--- src/rtl/sensor_trigger_dispatcher_if.sv ---
// Trigger/ack bus between the timing manager, the sensor dispatcher and the sensor interfaces.
interface sensor_trigger_dispatcher_if #(
  parameter int unsigned N_SENSORS = 10,
  parameter int unsigned TIMEOUT_W = 16
);
  logic                 trigger;
  logic [N_SENSORS-1:0] en_bits;
  logic [TIMEOUT_W-1:0] timeout_cycles;
  logic [N_SENSORS-1:0] sensor_ack;
  logic                 clear_timeout_flags;
  logic [N_SENSORS-1:0] sensor_start;
  logic [N_SENSORS-1:0] done;
  logic [N_SENSORS-1:0] timeout_flags;
  logic                 busy;
  logic [7:0]           overrun_count;

  modport master (
    output trigger, en_bits, timeout_cycles, sensor_ack, clear_timeout_flags,
    input  sensor_start, done, timeout_flags, busy, overrun_count
  );

  modport slave (
    input  trigger, en_bits, timeout_cycles, sensor_ack, clear_timeout_flags,
    output sensor_start, done, timeout_flags, busy, overrun_count
  );
endinterface

--- src/rtl/sensor_trigger_dispatcher.sv ---
// Fans a trigger out to enabled sensors and tracks each until ack or timeout.
// Optional overrun counter: define SENSOR_DISPATCH_OVERRUN_CNT_EN.
module sensor_trigger_dispatcher #(
  parameter int unsigned N_SENSORS = 10,
  parameter int unsigned TIMEOUT_W = 16
) (
  input  logic clk,
  input  logic rst,
  sensor_trigger_dispatcher_if.slave bus
);

  localparam int unsigned OVR_W = 8;

  typedef enum logic [1:0] {
    IDLE  = 2'd0,
    START = 2'd1,
    WAIT  = 2'd2,
    DONE  = 2'd3
  } state_e;

  state_e               state_q [N_SENSORS];
  state_e               state_d [N_SENSORS];
  logic [TIMEOUT_W-1:0] cnt_q   [N_SENSORS];
  logic [TIMEOUT_W-1:0] cnt_d   [N_SENSORS];

  logic [N_SENSORS-1:0] start_q, start_d;
  logic [N_SENSORS-1:0] done_q,  done_d;
  logic [N_SENSORS-1:0] flags_q, flags_d;
  logic [N_SENSORS-1:0] flag_set;
  logic                 busy_q,  busy_d;
  logic [TIMEOUT_W-1:0] tc_last;
  logic                 tc_en;

  assign tc_en   = (bus.timeout_cycles != '0);
  assign tc_last = bus.timeout_cycles - TIMEOUT_W'(1);

  // Per-channel state registers plus registered outputs.
  always_ff @(posedge clk) begin
    if (rst) begin
      for (int i = 0; i < N_SENSORS; i++) begin
        state_q[i] <= IDLE;
        cnt_q[i]   <= '0;
      end
      start_q <= '0;
      done_q  <= '0;
      flags_q <= '0;
      busy_q  <= 1'b0;
    end else begin
      for (int i = 0; i < N_SENSORS; i++) begin
        state_q[i] <= state_d[i];
        cnt_q[i]   <= cnt_d[i];
      end
      start_q <= start_d;
      done_q  <= done_d;
      flags_q <= flags_d;
      busy_q  <= busy_d;
    end
  end

  // Next-state for every channel; disable beats trigger, ack beats timeout.
  always_comb begin
    for (int i = 0; i < N_SENSORS; i++) begin
      state_d[i] = state_q[i];
      cnt_d[i]   = cnt_q[i];
    end
    flag_set = '0;
    start_d  = '0;
    done_d   = '0;
    busy_d   = 1'b0;

    for (int i = 0; i < N_SENSORS; i++) begin
      if (!bus.en_bits[i]) begin
        state_d[i] = IDLE;
        cnt_d[i]   = '0;
      end else if (bus.trigger && (state_q[i] != START)) begin
        state_d[i] = START;
        cnt_d[i]   = '0;
      end else begin
        case (state_q[i])
          IDLE:  state_d[i] = IDLE;
          START: begin
            state_d[i] = WAIT;
            cnt_d[i]   = '0;
          end
          WAIT: begin
            if (cnt_q[i] != '1) cnt_d[i] = cnt_q[i] + TIMEOUT_W'(1);
            if (bus.sensor_ack[i]) begin
              state_d[i] = DONE;
            end else if (tc_en && (cnt_q[i] == tc_last)) begin
              state_d[i]  = DONE;
              flag_set[i] = 1'b1;
            end
          end
          DONE:    state_d[i] = DONE;
          default: state_d[i] = IDLE;
        endcase
      end

      start_d[i] = (state_d[i] == START);
      done_d[i]  = (state_d[i] == DONE);
      if ((state_d[i] == START) || (state_d[i] == WAIT)) busy_d = 1'b1;
    end

    // A new timeout on the same bit outranks the clear pulse.
    flags_d = (flags_q & ~{N_SENSORS{bus.clear_timeout_flags}}) | flag_set;
  end

`ifdef SENSOR_DISPATCH_OVERRUN_CNT_EN
  logic [N_SENSORS-1:0] wait_en;
  logic                 overrun_hit;
  logic [OVR_W-1:0]     ovr_q;

  always_comb begin
    wait_en = '0;
    for (int i = 0; i < N_SENSORS; i++) begin
      wait_en[i] = (state_q[i] == WAIT) && bus.en_bits[i];
    end
    overrun_hit = bus.trigger && (wait_en != '0);
  end

  // Saturating count of triggers landing on an in-flight wait.
  always_ff @(posedge clk) begin
    if (rst) begin
      ovr_q <= '0;
    end else if (overrun_hit && (ovr_q != '1)) begin
      ovr_q <= ovr_q + OVR_W'(1);
    end
  end

  assign bus.overrun_count = ovr_q;
`else
  assign bus.overrun_count = OVR_W'(0);
`endif

  assign bus.sensor_start  = start_q;
  assign bus.done          = done_q;
  assign bus.timeout_flags = flags_q;
  assign bus.busy          = busy_q;

endmodule

--- src/flat_wrapper.sv ---
// flat-port wrapper written by rule: the top's interface ports become plain ports
module sensor_trigger_dispatcher_flat 
#(
  parameter int unsigned N_SENSORS = 10,
  parameter int unsigned TIMEOUT_W = 16
)
  (clk, rst, bus_trigger, bus_en_bits, bus_timeout_cycles, bus_sensor_ack, bus_clear_timeout_flags, bus_sensor_start, bus_done, bus_timeout_flags, bus_busy, bus_overrun_count);
  sensor_trigger_dispatcher_if #(.N_SENSORS(N_SENSORS), .TIMEOUT_W(TIMEOUT_W)) bus_i ();
  input  logic clk;
  input  logic rst;
  input wire logic [$bits(bus_i.trigger)-1:0] bus_trigger;
  input wire logic [$bits(bus_i.en_bits)-1:0] bus_en_bits;
  input wire logic [$bits(bus_i.timeout_cycles)-1:0] bus_timeout_cycles;
  input wire logic [$bits(bus_i.sensor_ack)-1:0] bus_sensor_ack;
  input wire logic [$bits(bus_i.clear_timeout_flags)-1:0] bus_clear_timeout_flags;
  output wire logic [$bits(bus_i.sensor_start)-1:0] bus_sensor_start;
  output wire logic [$bits(bus_i.done)-1:0] bus_done;
  output wire logic [$bits(bus_i.timeout_flags)-1:0] bus_timeout_flags;
  output wire logic [$bits(bus_i.busy)-1:0] bus_busy;
  output wire logic [$bits(bus_i.overrun_count)-1:0] bus_overrun_count;
  assign bus_i.trigger = bus_trigger;
  assign bus_i.en_bits = bus_en_bits;
  assign bus_i.timeout_cycles = bus_timeout_cycles;
  assign bus_i.sensor_ack = bus_sensor_ack;
  assign bus_i.clear_timeout_flags = bus_clear_timeout_flags;
  assign bus_sensor_start = bus_i.sensor_start;
  assign bus_done = bus_i.done;
  assign bus_timeout_flags = bus_i.timeout_flags;
  assign bus_busy = bus_i.busy;
  assign bus_overrun_count = bus_i.overrun_count;
  sensor_trigger_dispatcher #(.N_SENSORS(N_SENSORS), .TIMEOUT_W(TIMEOUT_W)) u_core (.clk(clk), .rst(rst), .bus(bus_i));
endmodule
--- config.mk ---
export PLATFORM = sky130hd
export DESIGN_NAME = sensor_trigger_dispatcher_flat
export DESIGN_NICKNAME = d
export VERILOG_FILES = /design/src/rtl/sensor_trigger_dispatcher_if.sv /design/src/rtl/sensor_trigger_dispatcher.sv /design/src/flat_wrapper.sv
export SDC_FILE = /design/constraint.sdc
export NUM_CORES = 1
export LEC_CHECK = 0
export BUFFER_PORTS_ARGS = -buffer_cell sky130_fd_sc_hd__buf_2
export CORE_MARGIN = 3
export CORE_UTILIZATION = 25
export DETAILED_ROUTE_END_ITERATION = 12
export GPL_TIMING_DRIVEN = 0
export PLACE_DENSITY = 0.46
export SYNTH_ARGS = -nofsm -noshare
export SYNTH_HDL_FRONTEND = slang
export SYNTH_SLANG_ARGS = --single-unit
--- constraint.sdc ---
create_clock -name clk -period 9.8 [get_ports clk]
set_input_delay 0.98 -clock clk [delete_from_list [all_inputs] [get_ports clk]]
set_output_delay 0.98 -clock clk [all_outputs]
set_load 0.005 [all_outputs]
== Word level (Yosys, flattened, before mapping) ==
Memories as Yosys holds them, arrays and structs flattened.
Index checks and enable logic that the tools add are counted.

* Multiplexer cells: 173
* Equality and inequality tests: 90
* $add $sub $neg: 11
* Bitwise logic cells: 23
* Reductions and logical operators: 41

{| class="wikitable"
|+ Operators by type and width
! cell !! count
|-
| two-way mux 16 bit || 40
|-
| case mux 16 bit (2 select lines) || 10
|-
| adder 16 x 1 -> 16 bit (second input constant) || 10
|-
| == test 16 bit || 10
|-
| != test 16 bit (second input constant) || 10
|-
| two-way mux 2 bit || 50
|-
| == test 2 bit (second input constant) || 40
|-
| case mux 2 bit (4 select lines) || 10
|-
| two-way mux 1 bit || 63
|-
| == test 2 x 1 -> 1 bit (second input constant) || 20
|-
| logical AND 1 bit || 20
|-
| zero test 2 bit || 10
|-
| != test 2 x 1 -> 1 bit (second input constant) || 10
|-
| bitwise OR 1 bit || 20
|-
| nonzero test 16 bit || 1
|-
| subtractor 16 x 1 -> 16 bit (second input constant) || 1
|-
| bitwise AND 10 bit || 1
|-
| logical OR 1 bit || 10
|-
| inverter 10 bit || 1
|-
| bitwise OR 10 bit || 1
|}

* Output and inout port bits: 39
* Memories: 2
* Memory bits (writable): 180
* Logic and storage cells: 344
* Register bits: 31
* Input port bits: 40

{| class="wikitable"
|+ Memory list
! memory !! words !! bits a word !! read ports !! clocked after Yosys merged registers in !! write ports !! line !! RTL
|-
| u_core.cnt_q || 10 || 16 || 10 || 0 || 10 || sensor_trigger_dispatcher.sv:23 || <nowiki>logic [TIMEOUT_W-1:0] cnt_q [N_SENSORS];</nowiki>
|-
| u_core.state_q || 10 || 2 || 10 || 0 || 10 || sensor_trigger_dispatcher.sv:21 || <nowiki>state_e state_q [N_SENSORS];</nowiki>
|}

== Depth between registers and ports, before layout ==
* Depth in word-level cells: 20
* Mapped depth: 16
* Gate-level depth less buffers: 13

== Worst setup path after synthesis ==
OpenSTA, ideal clock, no wires.

* Path kind: input -> register
* Start point: in bus_timeout_cycles[0]
* End point: reg u_core.busy_q, in the netlist u_core.bus.busy
* Setup time: 0.128 ns
* Required time: 9.672 ns
* Setup slack: 5.317 ns
* Buffers on the path: 2
* Data arrival time: 4.355 ns
* Stages: 14
* Cell sequence: buf_2 -> buf_1 -> inv_1 -> ha_1 -> or4b_2 -> nor4_1 -> xnor2_1 -> xnor2_1 -> or4_1 -> o31ai_1 -> ha_1 -> nand2_1 -> nor3_1 -> nor2_1

{| class="wikitable"
|+ RTL lines
! item !! line !! RTL
|-
| from (decl) || flat_wrapper.sv:13 || <nowiki>input wire logic [$bits(bus_i.timeout_cycles)-1:0] bus_timeout_cycles;</nowiki>
|-
| to (signal assigned) || sensor_trigger_dispatcher.sv:56 || <nowiki>busy_q <= busy_d;</nowiki>
|-
| to (decl) || sensor_trigger_dispatcher.sv:30 || <nowiki>logic busy_q, busy_d;</nowiki>
|}

==> reports/metrics.cfg <==
[finish]
final_cells = 2710
final_area_um2 = 16350
final_nets = 2014
final_core_util_pct = 29.61
fill_cells = 5986
diodes = 0
drive_gt1_share_pct = 8.716
syn_to_final_growth_pct = 16.92

[floorplan]
fp.dieW_um = 242.5
start_util_pct = 25.33
die_h_um = 242.5
io_pins = 79
core-area_um2 = 55200
placementRows = 86
die-area_um2 = 58800

[critical_path]
critPathMaxStageDelay_ns = 1.07
startpoint_type = input pin
crit_arrival_ns = 6.54
cp-end-kind = flip-flop
crit_start = bus_timeout_cycles[0]
reg2reg_slack_ns = 5.85
cp_cell_sequence = buf_2, buf_1, inv_1, ha_1, nand2b_1, clkbuf_1, nor3_1, xnor2_2, a2111oi_0, nand3_1, o31ai_1, ha_1, nand4_1, nor3_1, nor2_1
r2r_end = u_core.bus.busy
cpMaxStageDelayCell = buf_1
critPathMaxFanout = 10
r2r_start = u_core.cnt_q[0][20]
path_class = in -> reg
cp.required_ns = 10.20
r2r_cells = 11

[clock_tree]
clkLatencyLatePin_ns = 0.56
cts_tree = yes
clockBufferDepth = 3
cts_hold_buf = 0
clkSinkCount = 211
numCtsBuffers = 28
htree_num_levels = 1
clk_pin_slew_worst_paths_ns = 0.06
cts_setup_buffers = 0
cts_root_buf = clkbuf_16
cts_resized = 0

[run]
cap_violations = 1

[grt]
grt_use_met1_pct = 26.11
grt_max_degree = 14
use_met2_pct = 31.45
use_met3_pct = 2.955
grt_util_all_layers_pct = 19.12
gr-total-overflow = 0
grt_pass1_vias = 13240
antenna_found_initial = 1
gr-max-usage-layer = met2
grt_pass1_wl_um = 86460

[synthesis]
synth-compound-area-share_pct = 17.74
synth_flop_cell = dfxtp_1
synth_edf_count = 0
netlist-cell-type-count = 82
yosys.area.top_type_share_pct = 30.21
synth-simple-area-share_pct = 31.06
yosysSeqAreaShare_pct = 30.21
synth_top_family_by_area = simple AND/OR/NAND/NOR gates
ys_ff_latch = 211
synth.area.top_cells = dfxtp_1 (30%), nor2_1 (6.0%), xnor2_1 (5.3%)
synthMuxAreaShare_pct = 1.146
synthCells = 1835
synthesis.area_um2 = 13980
synth-async-reset-ratio_pct = 0
yosysTopAreaCell = dfxtp_1
avgSynthCellArea_um2 = 7.619
synth_xor_area_share_pct = 12.10
yosys_warnings = 0
synthAdderAreaFrac_pct = 3.132

[route]
dr.pass1.iters = 6
drtIter0Drc = 1189
wl_per_cell_um = 21.48
viasPerCell = 5.251
vias = 14230
totalWireLength_um = 58210
drc = 0
postRouteAntennaNets = 0

[placed_design]
place_area_um2 = 15430
hpwl_um = 42360
dpl.cell_count = 2661
gp_congestion = 0.9773
port_buffers = 63

[power]
p_leak_uw = 0.005668
peakVddDrop_v = 0.0001181
powerDensity_nw_per_um2 = 130.8

[sta]
tightest_slew_ns = 1.497
rsz0062_at_grt = no
finalClockSkew_ns = 0.01177
fmax_mhz = 162.7
slew_headroom_pct = 0.0003412
finalSetupViolations = 0
min_period_over_period_pct = 62.71
final.min_clock_period_ns = 6.146
slew_violations = 0
tns_ns = 0
hold_viol_final = 0

[min_path]
hp-class = reg -> reg
whs_path_depth = 2
whs_endpoint = u_core.bus.timeout_flags[5]
worstHoldStart = u_core.bus.timeout_flags[5]

[run_status]
violations = max-capacitance violations
status = finished with violations

-- cells in the mapped netlist (9+ instances only) --
cell type and count:
nor2_1 224, dfxtp_1 211, nand2_1 164, a21oi_1 122
o21ai_0 113, nand3_1 97, xnor2_1 85, clkbuf_1 82
xor2_1 67, nand4_1 59, nor3_1 50, nor2b_1 46
inv_1 45, and3_1 39, ha_1 31, nor4_1 28
nand2b_1 26, or3_1 25, nand3b_1 23, a211oi_1 18
a31oi_1 17, or4_1 16, xnor3_1 16, and2_1 11
buf_1 11, o211ai_1 10, a41oi_1 9
-- registers in the layout, indices dropped and copies added, names as in the netlist --
| signal | cells |
|---|---|
| u_core.bus.busy | 1 |
| u_core.bus.done | 10 |
| u_core.bus.sensor_start | 10 |
| u_core.bus.timeout_flags | 10 |
| u_core.cnt_q | 160 |
| u_core.state_q | 20 |
-- report_power, final --
group,switching (uW),total (uW),internal (uW)
Sequential,4.30,868,863
Clock,406,1030,622
Combinational,168,243,74.9
Total,579,2140,1560
-- layout make-up --
type	count	area, um^2	share of cell area [%]
Buffer	109	471.7	2.886
Clock buffer	44	862.1	5.274
Clock inverter	5	50.05	0.3062
Inverter	46	172.7	1.056
Multi-Input combinational cell	1476	9204	56.30
Sequential cell	211	4224	25.84
Tap cell	748	935.9	5.725
Timing Repair Buffer	71	426.7	2.610
-- routing by layer --
metal	share of wire, %	up-vias	wire length (um)
met5	0.026	-	15
met4	2.6	2	1540
met3	5.7	93	3340
met2	46	432	26630
met1	46	6899	26680
li1	-	6805	-
-- placed cells by master, fill, tap and decap left out, types with 8 or more instances in the layout --
| cell | count |
|---|---|
| o31ai_1 | 8 |
| buf_1 | 10 |
| nand3b_1 | 23 |
| buf_2 | 70 |
| mux2_2 | 8 |
| clkbuf_16 | 29 |
| inv_1 | 45 |
| o21ai_0 | 113 |
| xnor3_1 | 16 |
| or3_1 | 25 |
| or4_1 | 16 |
| buf_4 | 8 |
| clkbuf_1 | 87 |
| nor4_1 | 28 |
| nand3_1 | 97 |
| nor2_1 | 223 |
| a21o_1 | 8 |
| nor2b_1 | 46 |
| nand4_1 | 59 |
| dfxtp_1 | 211 |
| clkbuf_8 | 8 |
| a31oi_1 | 17 |
| a41oi_1 | 9 |
| a21oi_1 | 122 |
| a211oi_1 | 18 |
| and3_1 | 39 |
| nand2b_1 | 26 |
| xor2_1 | 67 |
| ha_1 | 31 |
| conb_1 | 8 |
| o211ai_1 | 10 |
| nand2_1 | 164 |
| nor3_1 | 49 |
| xnor2_1 | 79 |
| and2_1 | 11 |
-- critical path: cells and delay by family --
| kind | cells | cell delay, ns |
|---|---|---|
| adders and majority gates | 2 | 0.57 |
| and+or+nand+nor | 6 | 1.41 |
| AOI/OAI and AO/OA | 2 | 1.43 |
| xor gates and xnor gates | 1 | 0.22 |
| buffers and inverters | 4 | 1.91 |
-- logic make-up after synthesis --
| kind of cell | count (synthesis) |
|---|---|
| xor+xnor | 168 |
| simple gates | 852 |
| flops | 211 |
| compound gates | 397 |
| other cells | 1 |
| buf+inv | 155 |
| fa+ha+maj | 36 |
| mux | 15 |
-- worst max path at each step --
stage | end | depth (start not counted)
2_1_floorplan | u_core.bus.busy | 14
3_3_place_gp | u_core.bus.busy | 15
3_5_place_dp | u_core.bus.busy | 15
4_1_cts | u_core.bus.busy | 15
5_1_grt | u_core.bus.busy | 15
6_report | u_core.bus.busy | 15
-- metrics by stage --
stage / setup WS, ns / hold slack (ns) / power [uW]
after floorplan: 5.317 / 0.4345 / 1018
after global placement: 2.565 / 0.4297 / 1121
after detailed placement: 3.150 / 0.4387 / 1128
after CTS: 3.727 / 0.4537 / 2165
after global routing: 3.413 / 0.4740 / 2216
final: 3.654 / 0.4478 / 2139
(Power assumes the default switching activity.)
